$ cat src/rtl/mau_pkg.sv
// mau_pkg: state and access-kind encodings plus timeout counter sizing for mem_access_unit.
package mau_pkg;
    typedef enum logic [1:0] {IDLE, BUSY, DONE} state_e;
    typedef enum logic [1:0] {FETCH, LOAD, STORE} kind_e;
    function automatic int cnt_w(input int timeout);
        return $clog2(timeout + 1);
    endfunction
endpackage

$ cat src/rtl/mau_if.sv
// mau_if: req/ack memory bus between mem_access_unit (master) and a unified memory (slave).
interface mau_if #(parameter int AW = 32, parameter int DW = 32) ();
    logic          mem_req;
    logic          mem_we;
    logic [AW-1:0] mem_addr;
    logic [DW-1:0] mem_wdata;
    logic          mem_ack;
    logic [DW-1:0] mem_rdata;
    modport master (output mem_req, mem_we, mem_addr, mem_wdata, input mem_ack, mem_rdata);
    modport slave  (input mem_req, mem_we, mem_addr, mem_wdata, output mem_ack, mem_rdata);
endinterface

$ cat src/rtl/mau_timeout_ctr.sv
// mau_timeout_ctr: counts enabled cycles since clear; expired on the TIMEOUT-th enabled cycle.
module mau_timeout_ctr
    import mau_pkg::*;
#(
    parameter int TIMEOUT = 16
) (
    input  logic clk,
    input  logic rst,
    input  logic clear_i,
    input  logic enable_i,
    output logic expired_o
);
    localparam int CW = cnt_w(TIMEOUT);
    logic [CW-1:0] cnt_q, cnt_d;
    always_comb cnt_d = clear_i ? '0 : enable_i ? cnt_q + 1'b1 : cnt_q;
    always_ff @(posedge clk or negedge rst)
        if (!rst) cnt_q <= '0;
        else      cnt_q <= cnt_d;
    assign expired_o = enable_i & (cnt_q == CW'(TIMEOUT - 1));
endmodule

$ cat src/rtl/mem_access_unit.sv
// mem_access_unit: turns controller IRWrite/IorD/MemWrite strobes into one req/ack bus transaction,
// latching IR/MDR and stalling the controller meanwhile. MAU_TIMEOUT_EN adds a BUSY timeout with sticky err.
module mem_access_unit
    import mau_pkg::*;
#(
    parameter int AW = 32,
    parameter int DW = 32
`ifdef MAU_TIMEOUT_EN
    , parameter int TIMEOUT = 16
`endif
) (
    input  logic          clk,
    input  logic          rst,
    input  logic          IRWrite,
    input  logic          IorD,
    input  logic          MemWrite,
    input  logic [AW-1:0] pc,
    input  logic [AW-1:0] alu_out,
    input  logic [DW-1:0] wdata,
    output logic          stall,
    output logic [DW-1:0] ir,
    output logic [DW-1:0] mdr,
    output logic          err,
    mau_if.master         mem
);
    state_e        state_q, state_d;
    kind_e         kind_q, kind_d;
    logic          req_q, req_d, we_q, we_d;
    logic [AW-1:0] addr_q, addr_d;
    logic [DW-1:0] wdata_q, wdata_d, ir_q, ir_d, mdr_q, mdr_d;
    logic          start, expired;
    assign start = IRWrite | IorD;
`ifdef MAU_TIMEOUT_EN
    logic err_q;
    mau_timeout_ctr #(.TIMEOUT(TIMEOUT)) u_timeout_ctr (
        .clk       (clk),
        .rst       (rst),
        .clear_i   (state_q != BUSY),
        .enable_i  (state_q == BUSY),
        .expired_o (expired)
    );
    always_ff @(posedge clk or negedge rst)
        if (!rst) err_q <= 1'b0;
        else      err_q <= err_q | (state_q == BUSY & ~mem.mem_ack & expired);
    assign err = err_q;
`else
    assign expired = 1'b0;
    assign err     = 1'b0;
`endif
    always_comb begin
        state_d = state_q;
        kind_d  = kind_q;
        req_d   = req_q;
        we_d    = we_q;
        addr_d  = addr_q;
        wdata_d = wdata_q;
        ir_d    = ir_q;
        mdr_d   = mdr_q;
        case (state_q)
            IDLE: if (start) begin
                state_d = BUSY;
                req_d   = 1'b1;
                we_d    = IorD & MemWrite;
                kind_d  = !IorD ? FETCH : MemWrite ? STORE : LOAD;
                addr_d  = (IorD ? alu_out : pc) & {{(AW-2){1'b1}}, 2'b00};
                wdata_d = wdata;
            end
            BUSY: if (mem.mem_ack) begin
                state_d = DONE;
                req_d   = 1'b0;
                ir_d    = kind_q == FETCH ? mem.mem_rdata : ir_q;
                mdr_d   = kind_q == LOAD  ? mem.mem_rdata : mdr_q;
            end else if (expired) begin
                state_d = DONE;
                req_d   = 1'b0;
            end
            // DONE always returns to IDLE so a held strobe cannot retrigger
            default: state_d = IDLE;
        endcase
    end
    always_ff @(posedge clk or negedge rst)
        if (!rst) begin
            state_q <= IDLE;
            kind_q  <= FETCH;
            req_q   <= 1'b0;
            we_q    <= 1'b0;
            addr_q  <= '0;
            wdata_q <= '0;
            ir_q    <= '0;
            mdr_q   <= '0;
        end else begin
            state_q <= state_d;
            kind_q  <= kind_d;
            req_q   <= req_d;
            we_q    <= we_d;
            addr_q  <= addr_d;
            wdata_q <= wdata_d;
            ir_q    <= ir_d;
            mdr_q   <= mdr_d;
        end
    assign stall         = (state_q == IDLE & start) | (state_q == BUSY);
    assign ir            = ir_q;
    assign mdr           = mdr_q;
    assign mem.mem_req   = req_q;
    assign mem.mem_we    = we_q;
    assign mem.mem_addr  = addr_q;
    assign mem.mem_wdata = wdata_q;
endmodule

$ cat src/flat_wrapper.sv
// flat-port wrapper written by rule: the top's interface ports become plain ports
module mem_access_unit_flat import mau_pkg::*;
#(
    parameter int AW = 32,
    parameter int DW = 32

)
  (clk, rst, IRWrite, IorD, MemWrite, pc, alu_out, wdata, stall, ir, mdr, err, mem_mem_req, mem_mem_we, mem_mem_addr, mem_mem_wdata, mem_mem_ack, mem_mem_rdata);
  mau_if #(.AW(AW), .DW(DW)) mem_i ();
  input  logic clk;
  input  logic rst;
  input  logic IRWrite;
  input  logic IorD;
  input  logic MemWrite;
  input  logic [AW-1:0] pc;
  input  logic [AW-1:0] alu_out;
  input  logic [DW-1:0] wdata;
  output logic stall;
  output logic [DW-1:0] ir;
  output logic [DW-1:0] mdr;
  output logic err;
  output wire logic [$bits(mem_i.mem_req)-1:0] mem_mem_req;
  output wire logic [$bits(mem_i.mem_we)-1:0] mem_mem_we;
  output wire logic [$bits(mem_i.mem_addr)-1:0] mem_mem_addr;
  output wire logic [$bits(mem_i.mem_wdata)-1:0] mem_mem_wdata;
  input wire logic [$bits(mem_i.mem_ack)-1:0] mem_mem_ack;
  input wire logic [$bits(mem_i.mem_rdata)-1:0] mem_mem_rdata;
  assign mem_mem_req = mem_i.mem_req;
  assign mem_mem_we = mem_i.mem_we;
  assign mem_mem_addr = mem_i.mem_addr;
  assign mem_mem_wdata = mem_i.mem_wdata;
  assign mem_i.mem_ack = mem_mem_ack;
  assign mem_i.mem_rdata = mem_mem_rdata;
  mem_access_unit #(.AW(AW), .DW(DW)) u_core (.clk(clk), .rst(rst), .IRWrite(IRWrite), .IorD(IorD), .MemWrite(MemWrite), .pc(pc), .alu_out(alu_out), .wdata(wdata), .stall(stall), .ir(ir), .mdr(mdr), .err(err), .mem(mem_i));
endmodule
$ cat config.mk
export PLATFORM = sky130hd
export DESIGN_NAME = mem_access_unit_flat
export DESIGN_NICKNAME = d
export VERILOG_FILES = /design/src/rtl/mau_pkg.sv /design/src/rtl/mau_if.sv /design/src/rtl/mau_timeout_ctr.sv /design/src/rtl/mem_access_unit.sv /design/src/flat_wrapper.sv
export SDC_FILE = /design/constraint.sdc
export NUM_CORES = 1
export LEC_CHECK = 0
export BUFFER_PORTS_ARGS = -buffer_cell sky130_fd_sc_hd__clkbuf_2
export CAP_MARGIN = 20
export CORE_MARGIN = 4
export CORE_UTILIZATION = 45
export DETAILED_ROUTE_END_ITERATION = 10
export MAX_ROUTING_LAYER = met4
export PLACE_DENSITY = 0.8
export SYNTH_ARGS = -nofsm -noshare
export SYNTH_HDL_FRONTEND = slang
export SYNTH_SLANG_ARGS = --single-unit
$ cat constraint.sdc
create_clock -name clk -period 2.5 [get_ports clk]
set_input_delay 0.125 -clock clk [delete_from_list [all_inputs] [get_ports clk]]
set_output_delay 0.125 -clock clk [all_outputs]
set_load 0.01 [all_outputs]
## After elaboration in Yosys (flattened, before gate mapping)

Index checks and enable logic that the tools add are counted.

| storage, ports and cells | value |
|---|---|
| flip-flop bits (word level) | 132 |
| input port bits | 134 |
| output and inout port bits | 132 |
| logic and storage cells | 33 |

| cells by class | value |
|---|---|
| equality and inequality tests | 4 |
| multiplexer cells | 9 |
| bitwise operators | 4 |
| reductions and logical operators | 8 |

Operators by type and width:

| kind | count |
|---|---|
| 32-bit 2-to-1 mux | 1 |
| 3-bit AND reduction | 3 |
| 2-bit 2-to-1 mux | 4 |
| 2-bit by 1-bit equality test with 1-bit output, second input constant | 2 |
| 2-bit zero test | 2 |
| 2-bit one-hot mux with 2 select lines | 1 |
| 2-bit AND reduction | 2 |
| 1-bit bitwise AND | 2 |
| 1-bit 2-to-1 mux | 2 |
| 2-bit by 1-bit inequality test with 1-bit output, second input constant | 1 |
| 2-bit inequality test, second input constant | 1 |
| 1-bit OR | 2 |
| 1-bit one-hot mux with 2 select lines | 1 |
| 2-bit nonzero test | 1 |

## Logic depth before layout (Yosys ltp)

| depth | value |
|---|---|
| word-level depth | 3 |
| depth in mapped cells | 5 |
| gate-level depth less buffers | 3 |

## Least setup slack after synthesis

OpenSTA, ideal clock, no wires.

| timing | value |
|---|---|
| path kind | flip-flop to flip-flop |
| start point | reg u_core.state_q[1] |
| end point | reg u_core.mdr_q[0] (netlist: u_core.mdr[0]) |
| setup time | 0.125 ns |
| data arrival time | 1.409 ns |
| required time | 2.375 ns |
| setup slack | 0.966 ns |
| stages on the path, launching flop included | 6 |
| buffers on the path | 2 |
| period minus slack after synthesis | 1.534 ns |
| cell sequence | dfrtp_1 nand3b_4 or3_1 buf_6 buf_6 mux2_4 |

| between the ends | value |
|---|---|
| cells in the longest elaborated chain, start to end | 2 |

Ends and longest elaborated chain:

| what | line | text |
|---|---|---|
| from (decl) | mem_access_unit.sv:26 | `state_e state_q, state_d;` |
| from (signal assigned) | mem_access_unit.sv:92 | `state_q <= state_d;` |
| 2-bit by 1-bit equality test with 1-bit output | mem_access_unit.sv:59 | `case (state_q)` |
| 3-bit AND reduction (no line) | - |  |
| to (signal assigned) | mem_access_unit.sv:99 | `mdr_q <= mdr_d;` |
| to (decl) | mem_access_unit.sv:30 | `logic [DW-1:0] wdata_q, wdata_d, ir_q, ir_d, mdr_q, mdr_d;` |

No other way between the ends.
A chain may end at the register's enable or synchronous reset.

## Final worst setup path

| timing | value |
|---|---|
| start point | reg u_core.state_q[1] |
| end point | reg u_core.mdr_q[29] (netlist: u_core.mdr[29]) |

The elaborated chain is that of the path after synthesis.

==> metrics.csv <==
metric,value,unit
cts.path.max_buffers,2,
fin_skew,0.008931,ns
synth_cell_types,20,
area_growth,49.25,%
min_path_cells,3,
slew_headroom,0.5907,
critPathSlowestCell,or3_2,
reg2reg_from,u_core.state_q[1],
critPathArrivalTime,2.13,ns
synth_top_cell_by_area,dfrtp_1,
reg2regPathDepth,4,
ant_nets,0,
portBuffers,258,
grt_pass1_wl,23480,um
drc,0,
clock_sinks,131,
fin_ws,0.6550,ns
crit_type,flip-flop to flip-flop,
nets,794,
post_drt_wl_per_cell,17.40,um
postCtsSetupBuffers,0,
fin_cells,814,
vias,3977,
synth_seq_cells,131,
critPathBufInv,1,
p_per_area,1242,mW/mm^2
nFillCells,787,
cts_max_level,4,
busiest_layer,met2,
drv_slew,0,
grtUsageMet1,0.2304,
p_leak,4.082,nW
cts.clk_slew.worst_paths,0.05,ns
cts_buffers,17,
die_x,117.6,um
slowest_delay,0.56,ns
vias_per_cell,4.886,
worstPathCellList,nand3b_4 > or3_2 > buf_12 > mux2_4,
synth_area_leaders,"dfrtp_1 (61%), mux2_2 (26%), mux2_4 (8.3%)",
synth_cells,327,
core.rowCount,39,
hold_path_startpoint,IRWrite,
io_pins,266,
grt_usage,0.2187,
min_period,1.845,ns
cp_data_required_time,2.78,ns
hold_class,input pin to flip-flop,
maxCapViolations,0,
placed_area,0.006847,mm^2
grtUsageMet3,0.06535,
vdd_drop_max,0.7053,mV
gr-usage-met2,0.3823,
holdPathEnd,u_core.mem.mem_req,
setup_violations,0,
start_util,0.4657,
design_area,0.008073,mm^2
place_inst,717,
drt-total-wl,14170,um
crit_path_start_kind,flip-flop,
synth.avg_cell_area,16.54,um^2
r2r_end,u_core.mdr[29],
grt_pass1_vias,4579,
clock.fmax,542.0,MHz
ff2ff_setup_slack,0.66,ns
design.core.area,0.01161,mm^2
cts_tree,built,
status,"finished, final reports clean",
n_antenna_cell,0,
cp-end-kind,flip-flop,
fin_crit_sh,0.7380,
die_h,117.6,um
seq_area_frac_synth,0.6061,
hold_violations,0,
die_area,0.01384,mm^2
total_power,10.02,mW
crit_fanout,27,
clock_latency,0.41,ns
drive_gt1_frac,0.6721,
cp_top_family,simple AND/OR/NAND/NOR gates,
finalSetupTns,0,ns
grt_max_degree,67,
yosysTopAreaCellShare,0.6061,
synthesis.area,0.005409,mm^2
ys_warn_count,0,
finalWeightedCongestion,0.7822,
grt.overflow.total,0,
dp_slack,0.6492,ns
rsz0062_at_grt,no,
worst_pin_slew,0.6140,ns
dpl.hpwl,9889,um
first_pass_iters,4,
antenna_found_initial,0,
root_buffer,clkbuf_16,
drt-initial-drc-count,187,
## worst reg2reg max path, stage by stage, from the launching register on
cell,delay [ns]
dfrtp_1,0.39
nand3b_4,0.19
or3_2,0.56
buf_12,0.23
mux2_4,0.35
## how the worst max path moves through the flow
stage | from | slack (ns) | to | cells after the start
2_1_floorplan | u_core.state_q[1] | 0.97 | u_core.mdr[0] | 5
3_3_place_gp | u_core.state_q[1] | 0.70 | u_core.mdr[12] | 4
3_5_place_dp | u_core.state_q[1] | 0.65 | u_core.mdr[31] | 4
4_1_cts | u_core.state_q[1] | 0.65 | u_core.mdr[31] | 4
5_1_grt | u_core.state_q[1] | 0.60 | u_core.mdr[31] | 4
6_report | u_core.state_q[1] | 0.66 | u_core.mdr[29] | 4
## kinds of logic (layout without fill, tap and decap cells)
logic type	Yosys count	in the layout	share of synthesized area
flip-flops	131	131	0.6061
other	1	3	0.0006933
buffers and inverters	24	366	0.02961
AND/OR/NAND/NOR	10	10	0.01295
multiplexers	156	156	0.3456
AO/OA/AOI/OAI	5	5	0.005090
## stage by stage
stage / hold WS, ns / utilization
floorplan: -0.1706 / -
global placement: 0.1568 / 0.5895
detailed placement: 0.1751 / 0.5895
CTS: 0.01876 / 0.6951
global route: 0.06520 / 0.6951
finish: 0.03981 / 0.6951
## cell usage in the layout, fill, tap and decap left out, drive strengths merged
cell / n
clkinv: 4
inv: 3
nor2: 1
buf: 9
o21ai: 4
dlygate4sd3: 67
o21a: 1
conb: 3
nand2b: 1
nand2: 3
or3: 1
nand3: 1
bufinv: 1
mux2: 156
nand3b: 2
dfrtp: 131
clkbuf: 282
nor3: 1
## cell type report
cell class / count / area (um^2) / share of cell area
Multi-Input combinational cell: 174 / 1987 / 0.2461
Sequential cell: 131 / 3278 / 0.4061
Timing Repair Buffer: 333 / 2062 / 0.2554
Clock buffer: 25 / 505.5 / 0.06262
Inverter: 3 / 11.26 / 0.001395
Clock inverter: 5 / 50.05 / 0.006200
Tap cell: 143 / 178.9 / 0.02216
## per-layer routing
metal | share of wire | vias to the layer above
li1 | - | 1817
met1 | 0.37 | 1965
met2 | 0.54 | 163
met3 | 0.065 | 32
met4 | 0.029 | 0
met5 | 0 | -
## flip-flops by register name, summed over array words and instances (netlist names)
name and flops:
u_core.ir 32, u_core.kind_q 2, u_core.mdr 32, u_core.mem.mem_addr 30, u_core.mem.mem_req 1, u_core.mem.mem_wdata 32, u_core.state_q 2
## synthesized netlist by cell type
cell type / count
o21ai_0: 4
dfrtp_1: 131
clkbuf_1: 3
buf_4: 9
nor3_2: 1
or3_1: 1
nand3b_1: 1
mux2_1: 2
conb_1: 1
mux2_4: 30
buf_6: 4
buf_2: 5
nand2_1: 3
nand3b_4: 1
nand3_1: 1
mux2_2: 124
nand2b_1: 1
o21a_1: 1
nor2_1: 1
inv_1: 3
## timing repair
item	4_1_cts	5_1_grt
gates resized for setup	0	0
hold buffers	67	0
hold endpoints to repair	144	0
endpoints found under the setup margin	0	0
## power breakdown
part | switching, mW | leakage [nW] | internal [mW] | total [mW]
Clock | 0.830 | 0.279 | 1.48 | 2.31
Combinational | 1.78 | 2.25 | 2.11 | 3.89
Sequential | 0.616 | 1.55 | 3.21 | 3.82
Total | 3.22 | 4.08 | 6.80 | 10.0
(Power assumes the default switching activity.)
